$ cat src/rtl/rsg_pkg.sv
// Shared definitions for the READY->SET->GO sequencer: state encoding and
// the helper that turns a zero length into a one-cycle dwell.
package rsg_pkg;

    typedef enum logic [1:0] {
        READY = 2'b00,
        SET   = 2'b01,
        GO    = 2'b10,
        DONE  = 2'b11
    } rsg_state_e;

    localparam int MAX_CNT_W = 16;

    function automatic logic [MAX_CNT_W-1:0] len_at_least_one(input logic [MAX_CNT_W-1:0] len);
        return (len == '0) ? MAX_CNT_W'(1) : len;
    endfunction

endpackage

$ cat src/rtl/dwell_counter.sv
// Loadable down-counter for phase dwell times; load beats decrement and the
// count parks at zero instead of wrapping.
module dwell_counter #(
    parameter int CNT_W = 8
) (
    input  logic             clk,
    input  logic             rst,
    input  logic             load,
    input  logic [CNT_W-1:0] load_val,
    input  logic             dec,
    output logic [CNT_W-1:0] cnt,
    output logic             zero
);

    always_ff @(posedge clk or posedge rst) begin
        if (rst) begin
            cnt <= '0;
        end else if (load) begin
            cnt <= load_val;
        end else if (dec && (cnt != '0)) begin
            cnt <= cnt - CNT_W'(1);
        end
    end

    assign zero = (cnt == '0);

endmodule

$ cat src/rtl/rsg_sequencer.sv
// READY->SET->GO->DONE sequencer with programmable SET and GO dwell lengths.
//   state | meaning
//   READY | idle, waiting for start
//   SET   | SET dwell running, busy
//   GO    | GO window open, busy
//   DONE  | single-cycle completion pulse
module rsg_sequencer
    import rsg_pkg::*;
#(
    parameter int CNT_W        = 8,
    parameter bit AUTO_RESTART = 1'b0
) (
    input  logic             clk,
    input  logic             rst,
    input  logic             start,
    input  logic             abort,
    input  logic [CNT_W-1:0] set_len,
    input  logic [CNT_W-1:0] go_len,
    output logic [1:0]       state,
    output logic             busy,
    output logic             go,
    output logic             done,
    output logic [CNT_W-1:0] cnt
);

    rsg_state_e       state_q, state_d;
    logic [CNT_W-1:0] set_lat, go_lat, set_lat_d, go_lat_d;
    logic [CNT_W-1:0] load_val;
    logic             load, dec, zero, accept;

    dwell_counter #(.CNT_W(CNT_W)) u_dwell (
        .clk      (clk),
        .rst      (rst),
        .load     (load),
        .load_val (load_val),
        .dec      (dec),
        .cnt      (cnt),
        .zero     (zero)
    );

    always_comb begin
        state_d   = state_q;
        set_lat_d = set_lat;
        go_lat_d  = go_lat;
        load      = 1'b0;
        load_val  = '0;
        dec       = 1'b0;
        accept    = 1'b0;
        if (abort) begin
            state_d = READY;
            load    = 1'b1;
        end else begin
            case (state_q)
                READY: accept = start;
                SET: begin
                    if (zero) begin
                        state_d  = GO;
                        load     = 1'b1;
                        load_val = go_lat - CNT_W'(1);
                    end else begin
                        dec = 1'b1;
                    end
                end
                GO: begin
                    if (zero) begin
                        state_d = DONE;
                        load    = 1'b1;
                    end else begin
                        dec = 1'b1;
                    end
                end
                DONE: begin
                    state_d = READY;
                    accept  = AUTO_RESTART && start;
                end
                default: begin
                    state_d = READY;
                    load    = 1'b1;
                end
            endcase
        end
        // The SET dwell is loaded from the freshly latched length in the same cycle.
        if (accept) begin
            set_lat_d = CNT_W'(len_at_least_one(MAX_CNT_W'(set_len)));
            go_lat_d  = CNT_W'(len_at_least_one(MAX_CNT_W'(go_len)));
            state_d   = SET;
            load      = 1'b1;
            load_val  = set_lat_d - CNT_W'(1);
        end
    end

    always_ff @(posedge clk or posedge rst) begin
        if (rst) begin
            state_q <= READY;
            set_lat <= '0;
            go_lat  <= '0;
            busy    <= 1'b0;
            go      <= 1'b0;
            done    <= 1'b0;
        end else begin
            state_q <= state_d;
            set_lat <= set_lat_d;
            go_lat  <= go_lat_d;
            busy    <= (state_d == SET) || (state_d == GO);
            go      <= (state_d == GO);
            done    <= (state_d == DONE);
        end
    end

    assign state = state_q;

endmodule

$ cat config.mk
export PLATFORM = sky130hd
export DESIGN_NAME = rsg_sequencer
export DESIGN_NICKNAME = d
export VERILOG_FILES = /design/src/rtl/rsg_pkg.sv /design/src/rtl/dwell_counter.sv /design/src/rtl/rsg_sequencer.sv
export SDC_FILE = /design/constraint.sdc
export NUM_CORES = 1
export LEC_CHECK = 0
export CAP_MARGIN = 30
export CORE_UTILIZATION = 45
export DETAILED_ROUTE_END_ITERATION = 6
export HOLD_SLACK_MARGIN = 0.03
export PLACE_DENSITY = 0.75
export SETUP_SLACK_MARGIN = 0.1
export SYNTH_ARGS = -nofsm -noshare
export SYNTH_HDL_FRONTEND = slang
export SYNTH_SLANG_ARGS = --single-unit
export TNS_END_PERCENT = 1
$ cat constraint.sdc
create_clock -name clk -period 2.15 [get_ports clk]
set_clock_uncertainty 0.2 [all_clocks]
set_input_delay 0.3225 -clock clk [delete_from_list [all_inputs] [get_ports clk]]
set_output_delay 0.3225 -clock clk [all_outputs]
set_load 0.02 [all_outputs]
Word level (Yosys, flattened, before mapping)
Index checks and enable logic that the tools add are counted.

word-level totals
  register bits = 21
  bits of input ports = 20
  output and inout bits = 13
  word-level logic and storage cells = 46

operators by class
  $add $sub $neg = 3
  equality and inequality tests = 6
  multiplexer cells = 22
  reductions and logical operators = 9

operators with widths
  cell                   number
  $mux W8                8
  $logic_not A8 Y1       3
  $sub A8 B1 Y8 const B  3
  $mux W1                9
  $eq A2 B2 Y1 const B   4
  $mux W2                4
  $reduce_bool A8 Y1     1
  $pmux W2 S3            1
  $eq A2 B1 Y1 const B   2
  $logic_not A2 Y1       1
  $reduce_bool A2 Y1     1
  $reduce_or A2 Y1       1
  $logic_and A1 B1 Y1    1
  $logic_or A1 B1 Y1     1

Depth between registers and ports, before layout
  word-level depth = 7
  gate-level depth with buffers = 9
  gate-level depth less buffers = 8

By module
From an unflattened synthesis, not the netlist that was laid out.

unflattened totals
  cells, all modules = 147
  area, all modules = 1413.9 sq um

modules (own cells, without submodules)
  module         instances  cells each  area an instance (sq um)
  rsg_sequencer  1          94          918.4
  dwell_counter  1          53          495.5

Least setup slack after synthesis
OpenSTA, ideal clock, no wires.

  path type = register -> register
  start point = register u_dwell.cnt[0]
  end point = register busy
  setup time = 0.063 ns
  arrival = 2.089 ns
  data required time = 1.887 ns
  slack = -0.202 ns
  stages on the path, launching flop included = 10
  path buffers = 1
  cell sequence = dfrtp_1 inv_1 ha_1 nor3b_2 and2_1 buf_6 o22ai_1 a221oi_1 ha_1 inv_1

between the ends
  longest elaborated chain between the ends = 7
  elaborated cells on any way between the ends = 9

RTL lines
  item                                          RTL line                                  text
  start: declaration                            dwell_counter.sv:11                       output logic [CNT_W-1:0] cnt,
  start signal: assignment                      dwell_counter.sv:19                       cnt <= load_val;
  start signal: assignment                      dwell_counter.sv:21                       cnt <= cnt - CNT_W'(1);
  $logic_not A8 Y1 *                            dwell_counter.sv:25                       assign zero = (cnt == '0);
  $mux W2 (on tied branches)                    rsg_sequencer.sv:65, rsg_sequencer.sv:56
  $pmux W2 S3 *                                 rsg_sequencer.sv:53                       case (state_q)
  $mux W2 *                                     rsg_sequencer.sv:49                       if (abort) begin
  $mux W2 *                                     rsg_sequencer.sv:83                       if (accept) begin
  via state_d[1]                                rsg_sequencer.sv:26                       rsg_state_e state_q, state_d;
  $eq A2 B1 Y1 or $eq A2 B2 Y1 (tied branches)  rsg_sequencer.sv:104                      busy <= (state_d == SET) || (state_d == GO);
  $logic_or A1 B1 Y1 *                          rsg_sequencer.sv:104
  end signal: assignment                        rsg_sequencer.sv:104
  end: declaration                              rsg_sequencer.sv:20                       output logic busy,

Mark *: on every way through the listed nets, which the timed path passes. The rest lies on a longest branch.
A chain may end at the register's enable or synchronous reset.

Final worst setup path
  start point = register u_dwell.cnt[0]
  end point = register busy

between the ends
  longest elaborated chain between the ends = 7
  elaborated cells on any way between the ends = 9

RTL lines
  item                                          RTL line
  $logic_not A8 Y1 *                            dwell_counter.sv:25
  $mux W2 (on tied branches)                    rsg_sequencer.sv:65, rsg_sequencer.sv:56
  $pmux W2 S3 *                                 rsg_sequencer.sv:53
  $mux W2 *                                     rsg_sequencer.sv:49
  $mux W2 *                                     rsg_sequencer.sv:83
  $eq A2 B1 Y1 or $eq A2 B2 Y1 (tied branches)  rsg_sequencer.sv:104
  $logic_or A1 B1 Y1 *                          rsg_sequencer.sv:104

Every way passes the cells marked *; elsewhere a longest branch is shown, timed or not.

==> results by group <==
STA
  – Fin. max-slew vios: 0
  – # setup viols final: 0
  – Unrepaired setup endpoints after global routing: true
  – Fmax: approximately 0.47 GHz
  – Post-route setup slack: 0.0439 ns
  – TNS Setup: 0 ns
  – Post-route clock period utilization: 0.980
  – Max-Slew Margin vs Limit: 0.751
  – Hold Fails Final Rpt: 0
  – Slew at the pin closest to its max-slew limit: 0.370 ns
  – Final Critical Period: between 2 and 2.5 ns

Synth
  – Post-synthesis average cell area: roughly 9.1 µm²
  – Synth Area in XOR/XNOR: 0.0406
  – Asr flop ratio synth: 1.00
  – Cell variety after synth: 51
  – Synth Area in Adders: 0.0745
  – Simple-gate share of the synthesized area: 0.240
  – Post-synth net total: 195
  – Ys flop type: dfrtp_1
  – Cells after synthesis: between 150 and 200
  – Synth cell count leaders: 23 x nand2_1, 21 x dfrtp_1, 12 x inv_1
  – Post-synth top area share: 0.348
  – Largest cells by area after synthesis: dfrtp_1 35%, ha_1 7.5%, nand2_1 5.7%
  – Ys Warns: 0
  – Synth Area in Compound Gates: 0.231
  – Synth Register Bits: 21
  – Sequential area share after synthesis: 0.348
  – Mux cell area share after synthesis: 0.0132
  – Mapped cell area: about 0.0015 mm²
  – Top-count cell post-synth: nand2_1
  – Post-synth top area cell: dfrtp_1
  – EDFF count, synth: 0
  – Main combinational cell family by area after synthesis: simple AND/OR/NAND/NOR gates

Critical path
  – Crit path max fanout: 3
  – Required time of the critical path: ~2.2 ns
  – CP Launch Type: flip-flop
  – Worst path bufs/invs: 2
  – Worst Setup End Kind: flip-flop
  – Slowest-stage cell, CP: dfrtp_2
  – CP most frequent cell: o31a_1
  – CP Class: reg -> reg
  – Max incr delay on CP: 0.43 ns
  – CP Cell Sequence: inv_2 > ha_4 > nor3b_4 > nand2_2 > o31a_1 > o31a_1 > ha_1 > inv_1
  – Worst EP arrival: 2.12 ns
  – Worst path top cell family by delay: compound AO/OA/AOI/OAI gates

Die
  – Die area: approximately 0.0036 mm²
  – Io pins: 33
  – Starting Density: 0.483
  – Chip width: between 50 and 60 µm
  – Row cnt: 20
  – Core area: 0.00313 mm²
  – Die Y: roughly 60 µm

Detailed routing
  – Drt drc: 2
  – Final WL: ~4200 µm
  – DR top layer: met4
  – Met2 routed WL: 2060 µm
  – Routed Antenna Nets: 0
  – WL per Instance: 15.5 µm
  – Vias per inst: about 5.7
  – Routed via count: 1,531
  – Pre-antenna DRT Iters: 6
  – DRT iter0 DRCs: 90
  – Met3 wire length: around 200 µm
  – Metal-1 WL: between 1500 and 2000 µm

CTS
  – # clock sinks: 21
  – Root Driver: clkbuf_4
  – Hold-fix buffers at CTS: 0
  – Skew-Pair Late Insertion Delay: approximately 0.30 ns
  – Clock transition at path regs: ~0.13 ns
  – CTS buffer count: 3
  – CTS tree: yes
  – Max clock buf depth: 2
  – CTS HTree Levels: 1

Pwr
  – Flop pwr share: 0.353
  – P_sw: 644 µW
  – Worst vdd rail ir drop: 342 µV
  – Power share of the clock group: 0.124
  – Pleak: 0.000934 µW
  – Pwr/cell area: between 700 and 800 mW/mm²
  – Logic pwr share: 0.522
  – Pint: 951 µW
  – Sw Share: 0.404

Hold path
  – Hold WC Path Type: in -> async

Final layout
  – Fin util: 0.695
  – Layout cells sized above 1: 0.272
  – ANT cells: 0
  – Final net count: approximately 250
  – Fillers: approximately 230
  – Final instance area: about 0.0022 mm²
  – Syn-to-layout area delta: 43.9%

Run
  – Maxcap violations: 0

Placed design
  – Hpwl dp: approximately 3000 µm
  – Dpl ws: -0.391 ns
  – Routability cong.: 0.901
  – PortBufs: 32
  – Placed instance area: 0.00208 mm²

Run status
  – Failing checks: design-rule violations
  – Status: finished with violations

Global route
  – Vias in the first global route: between 1,000 and 1,500
  – First-pass GRT wire length: roughly 7000 µm
  – Initial antenna violation count: 0
  – Largest net degree at the start of global routing: 22
  – Total global routing overflow: 0
  – GRT Total Usage: 0.259
## what timing repair did
action,CTS,global route
gates resized for setup,8,6
setup buffers,3,0
cloned,0,0
endpoints found under the setup margin,6,11
pin swaps,4,4
## path summary, 6_finish.rpt
kind / from / endpoint / slack (ns) / depth (start not counted)
setup / recovery: u_dwell.cnt[0] / busy / 0.04 / 8
hold / removal: rst / go_lat[2] / 0.15 / 3
setup reg to reg: u_dwell.cnt[0] / busy / 0.04 / 8
hold reg to reg: go_lat[7] / go_lat[7] / 0.35 / 2
max in group asynchronous: rst / u_dwell.cnt[6] / 1.36 / 3
min in group clk: go_lat[7] / go_lat[7] / 0.35 / 2
## layout by cell type, fill, tap and decap left out, types with 4 or more instances in the layout
master,n
xor2_1,4
nand2_1,22
clkdlybuf4s50_1,29
inv_1,8
a211oi_1,4
buf_4,27
dfrtp_2,7
dfrtp_1,14
o21ai_0,10
inv_2,4
ha_1,6
a21oi_1,5
## per-layer routing
metal | track usage | vias to the layer above
li1 | - | 740
met1 | 0.336 | 725
met2 | 0.456 | 54
met3 | 0.0325 | 12
met4 | 0.0631 | 0
met5 | 0 | -
## metrics by stage
step,power (µW),cells,hold WS [ns]
3_5_place_dp,1360,261,0.326
4_1_cts,1570,268,0.165
6_report,1600,268,0.147
3_3_place_gp,1340,261,0.297
5_1_grt,1700,268,0.200
2_1_floorplan,1050,166,0.0986
## power groups by stage
stage	combinational, µW	sequential, µW	clock, µW
4_1_cts	808	562	196
3_5_place_dp	793	570	0
5_1_grt	908	574	216
6_report	833	564	198
2_1_floorplan	432	620	0
3_3_place_gp	779	564	0
## cell families (layout without fill, tap and decap cells)
family | count (synthesis) | in the layout
AND/OR/NAND/NOR | 60 | 60
multiplexers | 2 | 2
flip-flops | 21 | 21
buffers and inverters | 17 | 75
AO/OA/AOI/OAI | 50 | 50
adder cells (fa/ha/maj) | 9 | 9
XOR/XNOR | 7 | 7
## state kept, by name, indices dropped and copies added, names as in the netlist
signal / cells
done: 1
u_dwell.cnt: 8
busy: 1
go_lat: 8
go: 1
state: 2
## worst reg2reg max path, cell delays in order, from the launching register on
cell and delay [ns]:
dfrtp_2 0.43, inv_2 0.08, ha_4 0.14, nor3b_4 0.25
nand2_2 0.10, o31a_1 0.27, o31a_1 0.25, ha_1 0.27
inv_1 0.03
## layout make-up
cell class / instances / area [µm²] / share of cell area
timing repair buffer: 59 / 523 / 0.241
multi-input combinational: 128 / 991 / 0.456
clock buffer: 4 / 26.3 / 0.0121
tap: 44 / 55.1 / 0.0253
inverter: 12 / 45.0 / 0.0207
sequential: 21 / 534 / 0.246
Note: power is estimated with default switching activity, not from simulation.
